==> src/rtl/mp3_pkg.sv <==
`default_nettype none
// ============================================================================
// mp3_pkg : shared types, button bit indices and SCI_VOL helpers
// Revision: 1.0
// ============================================================================
package mp3_pkg;

  typedef enum logic [1:0] {
    ST_IDLE  = 2'd0,
    ST_APPLY = 2'd1,
    ST_HOLD  = 2'd2
  } state_t;

  localparam int N_BTN      = 4;
  localparam int BIT_VOL_UP = 0;
  localparam int BIT_VOL_DN = 1;
  localparam int BIT_NEXT   = 2;
  localparam int BIT_PAUSE  = 3;

  localparam logic [7:0] VOL_LOUDEST = 8'h00;
  localparam logic [7:0] VOL_SILENT  = 8'hFE;

  function automatic logic [7:0] att_louder(input logic [7:0] att,
                                            input logic [7:0] step);
    return (att < step) ? VOL_LOUDEST : att - step;
  endfunction

  // 9-bit sum so the carry out of the byte is seen as saturation
  function automatic logic [7:0] att_quieter(input logic [7:0] att,
                                             input logic [7:0] step,
                                             input logic [7:0] max_att);
    logic [8:0] sum;
    sum = {1'b0, att} + {1'b0, step};
    return (sum > {1'b0, max_att}) ? max_att : sum[7:0];
  endfunction

endpackage
`default_nettype wire

==> src/rtl/mp3_ctrl_panel_btn_debounce.sv <==
`default_nettype none
// ============================================================================
// btn_debounce : 2-flop synchroniser, stable-count debouncer, press pulse
// Revision: 1.0
// ============================================================================
module btn_debounce #(
  parameter int DEBOUNCE_CYCLES = 20000
) (
  input  logic clk,
  input  logic rst,
  input  logic btn_i,
  output logic level_o,
  output logic press_o
);

  localparam int              CW       = (DEBOUNCE_CYCLES > 1) ? $clog2(DEBOUNCE_CYCLES) : 1;
  localparam logic [CW-1:0]   CNT_LAST = CW'(DEBOUNCE_CYCLES - 1);

  logic          sync1_q, sync2_q;
  logic          level_q, level_dly_q, press_q;
  logic [CW-1:0] cnt_q;

  always_ff @(posedge clk) begin
    if (rst) begin
      sync1_q     <= 1'b0;
      sync2_q     <= 1'b0;
      level_q     <= 1'b0;
      level_dly_q <= 1'b0;
      press_q     <= 1'b0;
      cnt_q       <= '0;
    end else begin
      sync1_q <= btn_i;
      sync2_q <= sync1_q;
      if (sync2_q == level_q) begin
        cnt_q <= '0;
      end else if (cnt_q == CNT_LAST) begin
        level_q <= sync2_q;
        cnt_q   <= '0;
      end else begin
        cnt_q <= cnt_q + CW'(1);
      end
      level_dly_q <= level_q;
      press_q     <= level_q & ~level_dly_q;
    end
  end

  assign level_o = level_q;
  assign press_o = press_q;

endmodule
`default_nettype wire

==> src/rtl/mp3_ctrl_panel.sv <==
`default_nettype none
// ============================================================================
// mp3_ctrl_panel : debounced front panel -> SCI_VOL / song / pause levels
// Optional volume auto-repeat: define VOL_AUTO_REPEAT_EN.   Revision: 1.0
// ============================================================================
module mp3_ctrl_panel
  import mp3_pkg::*;
#(
  parameter int          DEBOUNCE_CYCLES = 20000,
  parameter logic [7:0]  VOL_STEP        = 8'h10,
  parameter logic [15:0] VOL_INIT        = 16'h2020,
  parameter logic [7:0]  VOL_MAX_ATT     = VOL_SILENT,
  parameter int          SONG_NUM        = 4,
  parameter int          REPEAT_CYCLES   = 2000000
) (
  input  logic        clk,
  input  logic        rst,
  input  logic        i_btn_vol_up,
  input  logic        i_btn_vol_dn,
  input  logic        i_btn_next,
  input  logic        i_btn_pause,
  input  logic        i_finish,
  output logic [15:0] o_vol,
  output logic        o_song_toggle,
  output logic [1:0]  o_song_idx,
  output logic        o_pause,
  output logic        o_busy
);

`ifdef VOL_AUTO_REPEAT_EN
  localparam logic RPT_EN = 1'b1;
`else
  localparam logic RPT_EN = 1'b0;
`endif
  localparam int              RW       = $clog2(REPEAT_CYCLES + 1);
  localparam logic [RW-1:0]   RPT_LAST = RW'(REPEAT_CYCLES - 1);
  localparam logic [N_BTN-1:0] VOL_MASK = N_BTN'((1 << BIT_VOL_UP) | (1 << BIT_VOL_DN));

  logic [N_BTN-1:0] raw, level, press;

  assign raw[BIT_VOL_UP] = i_btn_vol_up;
  assign raw[BIT_VOL_DN] = i_btn_vol_dn;
  assign raw[BIT_NEXT]   = i_btn_next;
  assign raw[BIT_PAUSE]  = i_btn_pause;

  generate
    for (genvar b = 0; b < N_BTN; b++) begin : g_btn
      btn_debounce #(.DEBOUNCE_CYCLES(DEBOUNCE_CYCLES)) u_deb (
        .clk     (clk),
        .rst     (rst),
        .btn_i   (raw[b]),
        .level_o (level[b]),
        .press_o (press[b])
      );
    end
  endgenerate

  state_t           state_q, state_d;
  logic [N_BTN-1:0] pending_q, pending_d;
  logic [15:0]      vol_q, vol_d;
  logic [1:0]       idx_q, idx_d;
  logic             tog_q, tog_d, pause_q, pause_d, busy_q;
  logic [RW-1:0]    rpt_cnt_q, rpt_cnt_d;
  logic             rpt_fire;

  // Repeat timer runs only while exactly one volume button is held in HOLD
  always_comb begin
    rpt_cnt_d = '0;
    rpt_fire  = 1'b0;
    if (RPT_EN && state_q == ST_HOLD && (level[BIT_VOL_UP] ^ level[BIT_VOL_DN])) begin
      if (rpt_cnt_q == RPT_LAST) rpt_fire = 1'b1;
      else                       rpt_cnt_d = rpt_cnt_q + RW'(1);
    end
  end

  always_comb begin
    state_d   = state_q;
    pending_d = pending_q | press;
    vol_d     = vol_q;
    idx_d     = idx_q;
    tog_d     = tog_q;
    pause_d   = pause_q;
    case (state_q)
      ST_IDLE: begin
        if (((pending_q | press) != '0) && !i_finish) state_d = ST_APPLY;
      end
      ST_APPLY: begin
        pending_d = press;
        if (pending_q[BIT_VOL_UP] && !pending_q[BIT_VOL_DN]) begin
          vol_d = {att_louder(vol_q[15:8], VOL_STEP), att_louder(vol_q[7:0], VOL_STEP)};
        end else if (pending_q[BIT_VOL_DN] && !pending_q[BIT_VOL_UP]) begin
          vol_d = {att_quieter(vol_q[15:8], VOL_STEP, VOL_MAX_ATT),
                   att_quieter(vol_q[7:0],  VOL_STEP, VOL_MAX_ATT)};
        end
        if (pending_q[BIT_NEXT]) begin
          idx_d = (idx_q == 2'(SONG_NUM - 1)) ? 2'd0 : idx_q + 2'd1;
          tog_d = ~tog_q;
        end
        if (pending_q[BIT_PAUSE]) pause_d = ~pause_q;
        state_d = ST_HOLD;
      end
      ST_HOLD: begin
        if (rpt_fire) begin
          pending_d = pending_q | press | (level & VOL_MASK);
          state_d   = ST_APPLY;
        end else if (level == '0) begin
          state_d = ST_IDLE;
        end
      end
      default: state_d = ST_IDLE;
    endcase
  end

  always_ff @(posedge clk) begin
    if (rst) begin
      state_q   <= ST_IDLE;
      pending_q <= '0;
      vol_q     <= VOL_INIT;
      idx_q     <= 2'd0;
      tog_q     <= 1'b0;
      pause_q   <= 1'b0;
      busy_q    <= 1'b0;
      rpt_cnt_q <= '0;
    end else begin
      state_q   <= state_d;
      pending_q <= pending_d;
      vol_q     <= vol_d;
      idx_q     <= idx_d;
      tog_q     <= tog_d;
      pause_q   <= pause_d;
      busy_q    <= i_finish;
      rpt_cnt_q <= rpt_cnt_d;
    end
  end

  assign o_vol         = vol_q;
  assign o_song_idx    = idx_q;
  assign o_song_toggle = tog_q;
  assign o_pause       = pause_q;
  assign o_busy        = busy_q;

endmodule
`default_nettype wire

==> config.mk <==
export PLATFORM = sky130hd
export DESIGN_NAME = mp3_ctrl_panel
export DESIGN_NICKNAME = d
export VERILOG_FILES = /design/src/rtl/mp3_pkg.sv /design/src/rtl/mp3_ctrl_panel_btn_debounce.sv /design/src/rtl/mp3_ctrl_panel.sv
export SDC_FILE = /design/constraint.sdc
export NUM_CORES = 1
export LEC_CHECK = 0
export BUFFER_PORTS_ARGS = -buffer_cell sky130_fd_sc_hd__clkbuf_2
export CAP_MARGIN = 0
export CORE_MARGIN = 2
export CORE_UTILIZATION = 40
export CTS_CLUSTER_DIAMETER = 120
export DETAILED_ROUTE_END_ITERATION = 8
export GPL_TIMING_DRIVEN = 0
export PLACE_DENSITY = 0.53
export SYNTH_ARGS = -nofsm -noshare
export SYNTH_HDL_FRONTEND = slang
export SYNTH_SLANG_ARGS = --single-unit
==> constraint.sdc <==
create_clock -name clk -period 2.4 [get_ports clk]
set_clock_uncertainty 0.05 [all_clocks]
set_input_delay 0.24 -clock clk [delete_from_list [all_inputs] [get_ports clk]]
set_output_delay 0.24 -clock clk [all_outputs]
set_load 0.1 [all_outputs]
**Yosys cells after proc, flatten, opt, wreduce, memory -nomap -nowiden**

Index checks and enable logic that the tools add are counted.

- Register bits: 107
- Bits of input ports: 7
- Output and inout port bits: 21
- Word-level logic and storage cells: 105

- $add $sub $neg: 9
- Order comparisons: 4
- Equal/unequal tests: 13
- Multiplexer cells: 11
- Bitwise logic cells: 15
- Reduce and logical (&&, ||, !) cells: 22

Operator list:

| operator | count |
|---|---|
| adder 15 x 1 -> 15 bit, second input constant | 4 |
| equality test 15 bit, second input constant | 4 |
| 2-to-1 mux 16 bit | 2 |
| 2-to-1 mux 8 bit | 4 |
| adder 8 x 5 -> 9 bit, second input constant | 2 |
| > comparator 9 x 8 -> 1 bit, second input constant | 2 |
| less-than comparator 8 x 5 -> 1 bit, second input constant | 2 |
| AND reduction 2 bit | 8 |
| subtractor 8 x 5 -> 8 bit, second input constant | 2 |
| OR reduction 3 bit | 4 |
| NOT 1 bit | 10 |
| 2-to-1 mux 2 bit | 3 |
| case mux 2 bit (3 select lines) | 1 |
| AND 1 bit | 4 |
| equality test 1 bit | 4 |
| equality test 2 bit, second input constant | 2 |
| zero test 4 bit | 1 |
| 2-to-1 mux 4 bit | 1 |
| != test 2 bit, second input constant | 2 |
| bitwise OR 4 bit | 1 |
| nonzero test 4 bit | 1 |
| logical AND 1 bit | 3 |
| zero test 1 bit | 3 |
| adder 2 x 1 -> 2 bit, second input constant | 1 |
| other kinds (3) | 3 |

**Depth between registers and ports, before layout**

Gate-level depths: netlist (run 1).

- Depth in word-level cells: 5
- Mapped depth: 7
- Mapped depth without buffers: 6

**Cells and area by module**

A second synthesis (run 1) with hierarchy kept.

- Cell total of the unflattened synthesis: 504
- Area total of the unflattened synthesis: 4,583.1 um^2

Modules (own cells, without submodules):

| module | times used | cells an instance | area an instance (um^2) | sequential area each (um^2) |
|---|---|---|---|---|
| btn_debounce | 4 | 89 | 828.3 | 400.4 |
| mp3_ctrl_panel | 1 | 148 | 1,270.0 | 420.4 |

**Least setup slack after synthesis (run 1)**

No wires, ideal clock.

- Kind: reg-to-reg
- Start point: reg vol_q[12], in the netlist o_vol[12]
- End point: reg vol_q[10], in the netlist o_vol[10]
- Setup time: 0.070 ns
- Arrival time: 2.463 ns
- Data required time: 2.280 ns
- Path slack: -0.183 ns
- Stages on the path, launching flop included: 7
- Buffers on the path: 0
- Period minus slack after synthesis: 2.583 ns
- Cell sequence: dfxtp_1 -> inv_1 -> ha_1 -> or4bb_1 -> a21oi_1 -> nand3b_1 -> a21oi_1

- Cells in the longest elaborated chain, start to end: 5
- Elaborated cells on any way between the ends: 7
- Classes of those cells: add/sub: 1; order compare: 2; mux: 4

RTL lines:

| item | line | text |
|---|---|---|
| from (decl) | mp3_ctrl_panel.sv:60 | `logic [15:0] vol_q, vol_d;` |
| from (signal assigned) | mp3_ctrl_panel.sv:127 | `vol_q <= vol_d;` |
| adder 8 x 5 -> 9 bit | mp3_pkg.sv:33 | `sum = {1'b0, att} + {1'b0, step};` |
| > comparator 9 x 8 -> 1 bit | mp3_pkg.sv:34 | `return (sum > {1'b0, max_att}) ? max_att : sum[7:0];` |
| 2-to-1 mux 8 bit | mp3_pkg.sv:34 |  |
| 2-to-1 mux 16 bit | mp3_ctrl_panel.sv:91 | `end else if (pending_q[BIT_VOL_DN] && !pending_q[BIT_VOL_UP]) begin` |
| 2-to-1 mux 16 bit (*) | mp3_ctrl_panel.sv:89 | `if (pending_q[BIT_VOL_UP] && !pending_q[BIT_VOL_DN]) begin` |

Every way passes the cells marked *; elsewhere a longest branch is shown, timed or not. The select of a mux whose other input is x is not followed.
A chain may end at the register's enable or synchronous reset.

**Final worst setup path (run 1)**

- Start point: reg g_btn[2].u_deb.cnt_q[0]
- End point: reg g_btn[2].u_deb.cnt_q[7]

- Cells in the longest elaborated chain, start to end: 2
- Elaborated cells on any way between the ends: 3
- Classes of those cells: add/sub: 1; eq/ne: 1; reduce/logical: 1

RTL lines:

| item | line | text |
|---|---|---|
| from (decl) | mp3_ctrl_panel_btn_debounce.sv:21 | `logic [CW-1:0] cnt_q;` |
| from (signal assigned) | mp3_ctrl_panel_btn_debounce.sv:40 | `cnt_q <= cnt_q + CW'(1);` |
| branches (longest 2 deep; another with adder 15 x 1 -> 15 bit) | -- |  |

Parallel ways; which one is timed is not known.

==> results of run 1 <==
logic make-up (layout without fill, tap and decap cells):
group / Yosys count / after routing / synth area share (%)
XOR/XNOR: 60 / 60 / 11.8
AO/OA/AOI/OAI: 43 / 43 / 5.88
multiplexers: 4 / 4 / 0.900
buffers and inverters: 37 / 78 / 3.88
other: 1 / 2 / 0.0843
flip-flops: 101 / 101 / 45.4
adder cells (fa/ha/maj): 12 / 12 / 3.37
AND/OR/NAND/NOR: 242 / 242 / 28.6
state kept, by name, indices dropped and copies added, names as in the netlist:
name / cells
g_btn.u_deb.sync2_q: 4
g_btn.u_deb.level_dly_q: 4
o_vol: 10
g_btn.u_deb.level_o: 4
g_btn.u_deb.press_o: 4
o_song_toggle: 1
pending_q: 4
g_btn.u_deb.cnt_q: 60
o_song_idx: 2
g_btn.u_deb.sync1_q: 4
o_busy: 1
state_q: 2
o_pause: 1
placed cells by master (no fill, tap or decap), drive strengths merged, types with 18 or more instances in the layout:
master / count
clkbuf: 55
dfxtp: 101
nand2: 28
nand4: 23
nor2: 78
xor2: 25
xnor2: 35
nand3: 19
nor2b: 21
a21oi: 18
power groups by stage:
stage                     combinational (uW)  sequential [uW]  clock, uW
after global routing                    73.0             1690       1170
after CTS                               67.8             1690       1130
after detailed placement                67.5             1730          0
after global placement                  67.3             1730          0
after floorplan                         42.5             1730          0
final                                   66.0             1690       1070
metrics by stage:
| stage | worst slack [ns] | area, um2 | total power, uW | utilization (%) |
|---|---|---|---|---|
| 2_1_floorplan | 0.0323 | 4460 | 1780 | - |
| 4_1_cts | 0.269 | 4950 | 2890 | 45.7 |
| 6_report | 0.305 | 4950 | 2820 | 45.7 |
| 3_5_place_dp | 0.293 | 4760 | 1790 | 43.9 |
| 5_1_grt | 0.0685 | 4950 | 2930 | 45.7 |
| 3_3_place_gp | 0.292 | 4760 | 1790 | 43.9 |
critical path, cell delays in order, from the launching register on:
cell and delay (ns):
dfxtp_1 0.38, ha_1 0.21, and4_1 0.20, clkbuf_1 0.23, nand4_1 0.21, nand2b_1 0.20
clkbuf_1 0.40, nor2_1 0.09
path summary, 6_finish.rpt:
kind                              startpoint                      end  depth (start not counted)
setup / recovery     g_btn[2].u_deb.cnt_q[0]  g_btn[2].u_deb.cnt_q[7]                          7
hold / removal                   i_btn_pause   g_btn[3].u_deb.sync1_q                          2
setup reg to reg     g_btn[2].u_deb.cnt_q[0]  g_btn[2].u_deb.cnt_q[7]                          7
hold reg to reg   g_btn[1].u_deb.level_dly_q   g_btn[1].u_deb.press_o                          1
final cells by class:
| cell class | count | share of cell area (%) |
|---|---|---|
| buffer | 26 | 2.65 |
| clock buffer | 12 | 2.93 |
| clock inverter | 4 | 0.961 |
| inverter | 11 | 0.834 |
| multi-input combinational | 363 | 45.7 |
| sequential | 101 | 40.9 |
| tap | 140 | 3.54 |
| timing repair buffer | 25 | 2.53 |
per-layer routing:
| metal | vias up | track usage, % | wire [um] |
|---|---|---|---|
| met4 | 0 | 7.59 | 195 |
| li1 | 1792 | - | - |
| met1 | 1567 | 18.9 | 3940 |
| met5 | - | 0 | 0 |
| met3 | 17 | 4.68 | 295 |
| met2 | 43 | 24.6 | 3850 |
==> metrics.md, run 1 <==
| Metric | Value |
|---|---|
| Outcome | `completed` |
| GPL Wtd Cong | `0.795` |
| Share of cells above drive strength 1 | `9.78%` |
| FILL cells | `1090` |
| Synth warnings | `0` |
| Detailed Route WL | `8.28 mm` |
| Root Buffer | `clkbuf_8` |
| Maximum clock rate | `0.477 GHz` |
| Average size of a mapped cell | `8.90 um2` |
| Synth async-reset ratio | `0%` |
| TNS Setup | `0 ns` |
| Slew HR | `63.8%` |
| Post_cts resized | `0` |
| MaxCap Viol Count | `0` |
| Total CTS buffers | `9` |
| CTS Hold Bufs | `0` |
| Non-Filler Instances | `682` |
| Initial core utilization | `41.1%` |
| Initial drt markers | `158` |
| Worst setup SP type | `flop` |
| Worst EP arrival | `2.29 ns` |
| Drt via density | `5.01` |
| Crit share post-route | `87.3%` |
| Lkg Pwr | `0.00168 uW` |
| Gr usage total | `15.4%` |
| Vias in the first global route | `3273` |
| Core ar. | `10800 um2` |
| Routed vias | `3419` |
| Mapped cell area | `4450 um2` |
| Hold WS | `0.0262 ns` |
| Post-synth top cells | `dfxtp_1, nor2_1, xnor2_1, nand2_1, xor2_1` |
| CP required | `2.60 ns` |
| Full die area | `12000 um2` |
| HP Class | `primary input to flop` |
| CP Class | `flop to flop` |
| DIE HEIGHT | `109 um` |
| First-pass GRT wire length | `14.5 mm` |
| FF/Latch Area | `2020 um2` |
| ANT nets after route | `0` |
| Initial antenna violation count | `0` |
| Clk sinks | `101` |
| 1st-pass router iterations | `4` |
| Dominant synthesized flop cell | `dfxtp_1` |
| Setup slack, reg-to-reg | `0.30 ns` |
| Worst skew pair latency | `0.37 ns` |
| Ant diodes | `0` |
| Pin slew with the least headroom to its limit | `0.543 ns` |
| RSZ-0062 raised after global routing | `no` |
| Residual DRC | `0` |
| Crit Path Max Fanout | `10` |
| P_int | `2210 uW` |
| Clock Pin Slew Worst Setup and Hold Paths | `0.09 ns` |
| Syn-to-layout area delta | `11.2%` |
| Post-synth EDFFs | `0` |
| Largest net degree at the start of global routing | `16` |
| Grt ovf | `0` |
| Synth area leader | `dfxtp_1` |
| WL per Instance | `12.1 um` |
| Seq cells post-synth | `101` |
| Hold Vio Cnt, Final | `0` |
| Core Rows | `38` |
| Count leader, synth | `dfxtp_1` |
| CTS Buffer Depth | `2` |
| Post-DP HPWL | `5.90 mm` |
| Fin nets | `556` |
| Area of the multi-input gates | `2260 um2` |
| Sw Share | `21.7%` |
| Die width | `109 um` |
| Synth top area cells | `dfxtp_1, xnor2_1, nor2_1` |
| Top-area cell type share of the netlist area | `45.4%` |
| Inst Count DP | `666` |
| Sequential Power Share | `59.8%` |
| IO Pins | `28` |
| CTS tree | `built` |
| Mapped Cells | `500` |
| Combinational share of power | `2.3%` |
| Peak VDD IR | `0.000425 V` |
| Clock power frac | `37.8%` |
| Register area share after synthesis | `45.4%` |
| Switching power | `611 uW` |
| Setup violators final | `0` |
| Distinct cells, synth | `46` |
| Critical path endpoint category | `flop` |
| IO buf count | `25` |
| PwrDens | `570 nW/um2` |
| Setup Buffers After CTS | `0` |
| CTS H-tree depth | `3` |
| Minimum clock period | `2.10 ns` |
| Final Max Slew Viols | `0` |
(Power assumes the default switching activity.)
==> run 2, diff against run 1 <==
- CORE_ASPECT_RATIO: unset -> 1.5
- clock period: 2.4 -> 2.2 ns (I/O delays scaled with it)
==> run 2 against run 1 <==
Against the previous run: setup slack lost 0.071 ns; first-iteration DRC count shrank 14%; global-route usage shrank 1.2 points; via count is essentially flat; sequential share of layout area shrank 1.0 points; largest cell class unchanged; die area grew 0.15%.
==> metrics.md, run 2 (synthesis results as in run 1) <==
| Metric | Value |
|---|---|
| Outcome | `completed (unchanged)` |
| Full die area | `12000 um2 (about the same)` |
| Core Rows | `47 (was 38)` |
| Syn-to-layout area delta | `14.3% (was 11.2%)` |
| First-pass GRT wire length | `14.4 mm (was 14.5 mm)` |
| Setup slack, reg-to-reg | `0.23 ns (was 0.30 ns)` |
| Worst EP arrival | `2.14 ns (was 2.29 ns)` |
| IO Pins | `28 (unchanged)` |
| Vias in the first global route | `3262 (was 3273)` |
| Slowest stage cell, crit path | `or4_4 (was clkbuf_1)` |
| CTS H-tree depth | `3 (unchanged)` |
| Critical path endpoint category | `flop (unchanged)` |
| Root Buffer | `clkbuf_16 (was clkbuf_8)` |
| Post_cts resized | `0 (unchanged)` |
| Post-DP HPWL | `5.91 mm (was 5.90 mm)` |
| CP Class | `flop to flop (unchanged)` |
| Peak VDD IR | `0.000491 V (was 0.000425 V)` |
| Non-Filler Instances | `686 (was 682)` |
| Grt ovf | `0 (unchanged)` |
| Worst setup SP type | `flop (unchanged)` |
| CP Cell Sequence | `ha_1, nand4_1, or4_4, nand2_4, buf_8, nor2_1 (was ha_1, and4_1, clkbuf_1, nand4_1, nand2b_1, clkbuf_1, nor2_1)` |
| Drt via density | `4.99 (was 5.01)` |
| ANT nets after route | `0 (unchanged)` |
| GPL Wtd Cong | `0.791 (was 0.795)` |
| Worst skew pair latency | `0.34 ns (was 0.37 ns)` |
| Clock Pin Slew Worst Setup and Hold Paths | `0.06 ns (was 0.09 ns)` |
| Largest net degree at the start of global routing | `16 (unchanged)` |
| CP peak stage delay | `0.64 ns (was 0.40 ns)` |
| CTS tree | `built (unchanged)` |
| Largest register FFs | `60 (unchanged)` |
| HP Class | `primary input to flop (unchanged)` |
| Setup violators final | `0 (unchanged)` |
| Lkg Pwr | `0.00174 uW (was 0.00168 uW)` |
| RSZ-0062 raised after global routing | `no (unchanged)` |
| Slew HR | `62.5% (was 63.8%)` |
| DIE HEIGHT | `133 um (was 109 um)` |
| Clk sinks | `101 (unchanged)` |
| Initial antenna violation count | `0 (unchanged)` |
| IO buf count | `25 (unchanged)` |
| Die width | `90.1 um (was 109 um)` |
| Crit Path Max Fanout | `10 (unchanged)` |
| CP required | `2.38 ns (was 2.60 ns)` |
| Fin nets | `554 (was 556)` |
| Most frequent cells in the layout | `dfxtp_1, nor2_1, xnor2_1, nand2_1 (unchanged)` |
| CP delay by family, top | `simple AND/OR/NAND/NOR gates (unchanged)` |
| Final Util | `46.5% (was 45.7%)` |
| WP buf/inv | `1 (was 2)` |
| PwrDens | `714 nW/um2 (was 570 nW/um2)` |
| Residual DRC | `0 (unchanged)` |
| CTS Buffer Depth | `2 (unchanged)` |
| Gr usage total | `14.3% (was 15.4%)` |
| Most common cell after layout, fill and taps aside | `dfxtp_1 (unchanged)` |
| Met3 Use GR | `2.88% (was 4.68%)` |
| Maximum clock rate | `0.509 GHz (was 0.477 GHz)` |
| 1st-pass router iterations | `4 (unchanged)` |
| Grt peak-use layer | `met2 (unchanged)` |
| WL per Instance | `12.0 um (was 12.1 um)` |
| Top reg by flops | `g_btn.u_deb.cnt_q (unchanged)` |
| Initial drt markers | `136 (was 158)` |
| Inst Count DP | `673 (was 666)` |
| Core ar. | `10900 um2 (was 10800 um2)` |
| Detailed Route WL | `8.23 mm (was 8.28 mm)` |
| Minimum clock period | `1.97 ns (was 2.10 ns)` |
| Hold Vio Cnt, Final | `0 (unchanged)` |
| Ant diodes | `0 (unchanged)` |
| Share of cells above drive strength 1 | `10.2% (was 9.78%)` |
| Pin slew with the least headroom to its limit | `0.563 ns (was 0.543 ns)` |
| Final Max Slew Viols | `0 (unchanged)` |
| MaxCap Viol Count | `0 (unchanged)` |
| Setup Buffers After CTS | `0 (unchanged)` |
| CTS Hold Bufs | `0 (unchanged)` |
| Initial core utilization | `40.7% (was 41.1%)` |
| Met1 Usage GRT | `16.9% (was 18.9%)` |
| Total CTS buffers | `9 (unchanged)` |
| Routed vias | `3421 (was 3419)` |
| Crit share post-route | `89.4% (was 87.3%)` |
| Met2 Usage GRT | `25.7% (was 24.6%)` |
| TNS Setup | `0 ns (unchanged)` |
[run 2: changes by cell type in the layout (fill, tap and decap cells not counted), sizes merged]
| cell | before | now |
|---|---|---|
| clkbuf | 55 | 53 |
| bufinv | 1 | 2 |
| clkinv | 2 | 1 |
| clkinvlp | 1 | 0 |
[run 2: layout make-up]
cell class	count	area, um2
fillers	1113	5850
multi-input cells	363	2260
flip-flops and latches	101	2030
clock buffers	12	256
well taps	147	184
repair buffers	25	125
plain buffers	24	124
clock inverters	3	68.8
inverters	11	41.3
[run 2: path summary, 6_finish.rpt]
| check | start | end | cells after the start |
|---|---|---|---|
| max | g_btn[0].u_deb.cnt_q[0] | g_btn[0].u_deb.cnt_q[10] | 6 |
| min | i_btn_vol_up | g_btn[0].u_deb.sync1_q | 2 |
| max reg2reg | g_btn[0].u_deb.cnt_q[0] | g_btn[0].u_deb.cnt_q[10] | 6 |
| min reg2reg | g_btn[3].u_deb.level_dly_q | g_btn[3].u_deb.press_o | 1 |
[run 2: metal layers]
metal,wire length [um],vias up
met1,3810,1599
met2,4130,31
met3,212,6
li1,-,1785
met4,78,0
met5,0,-
[run 2: per-stage QoR]
stage          hold slack, ns  power (uW)  setup WS [ns]  cell area [um2]
2_1_floorplan           0.249        1940         0.0205             4460
3_3_place_gp            0.322        1960         0.0627             4770
3_5_place_dp            0.322        1960         0.0484             4770
4_1_cts                0.0440        3690         0.0471             5090
5_1_grt                0.0593        3760         0.0113             5090
6_report               0.0479        3630          0.234             5090
[run 2: power breakdown]
group	leakage (uW)	total, uW	internal, uW	switching, uW
clock network	0.000159	1720	1060	661
registers	0.000816	1840	1840	4.78
logic	0.000763	70.8	18.8	52.0
[run 2: worst register-to-register path: stages (launching register included)]
cell     delay (ns)
dfxtp_1        0.39
ha_1           0.23
nand4_1        0.26
or4_4          0.64
nand2_4        0.12
buf_8          0.13
nor2_1         0.05
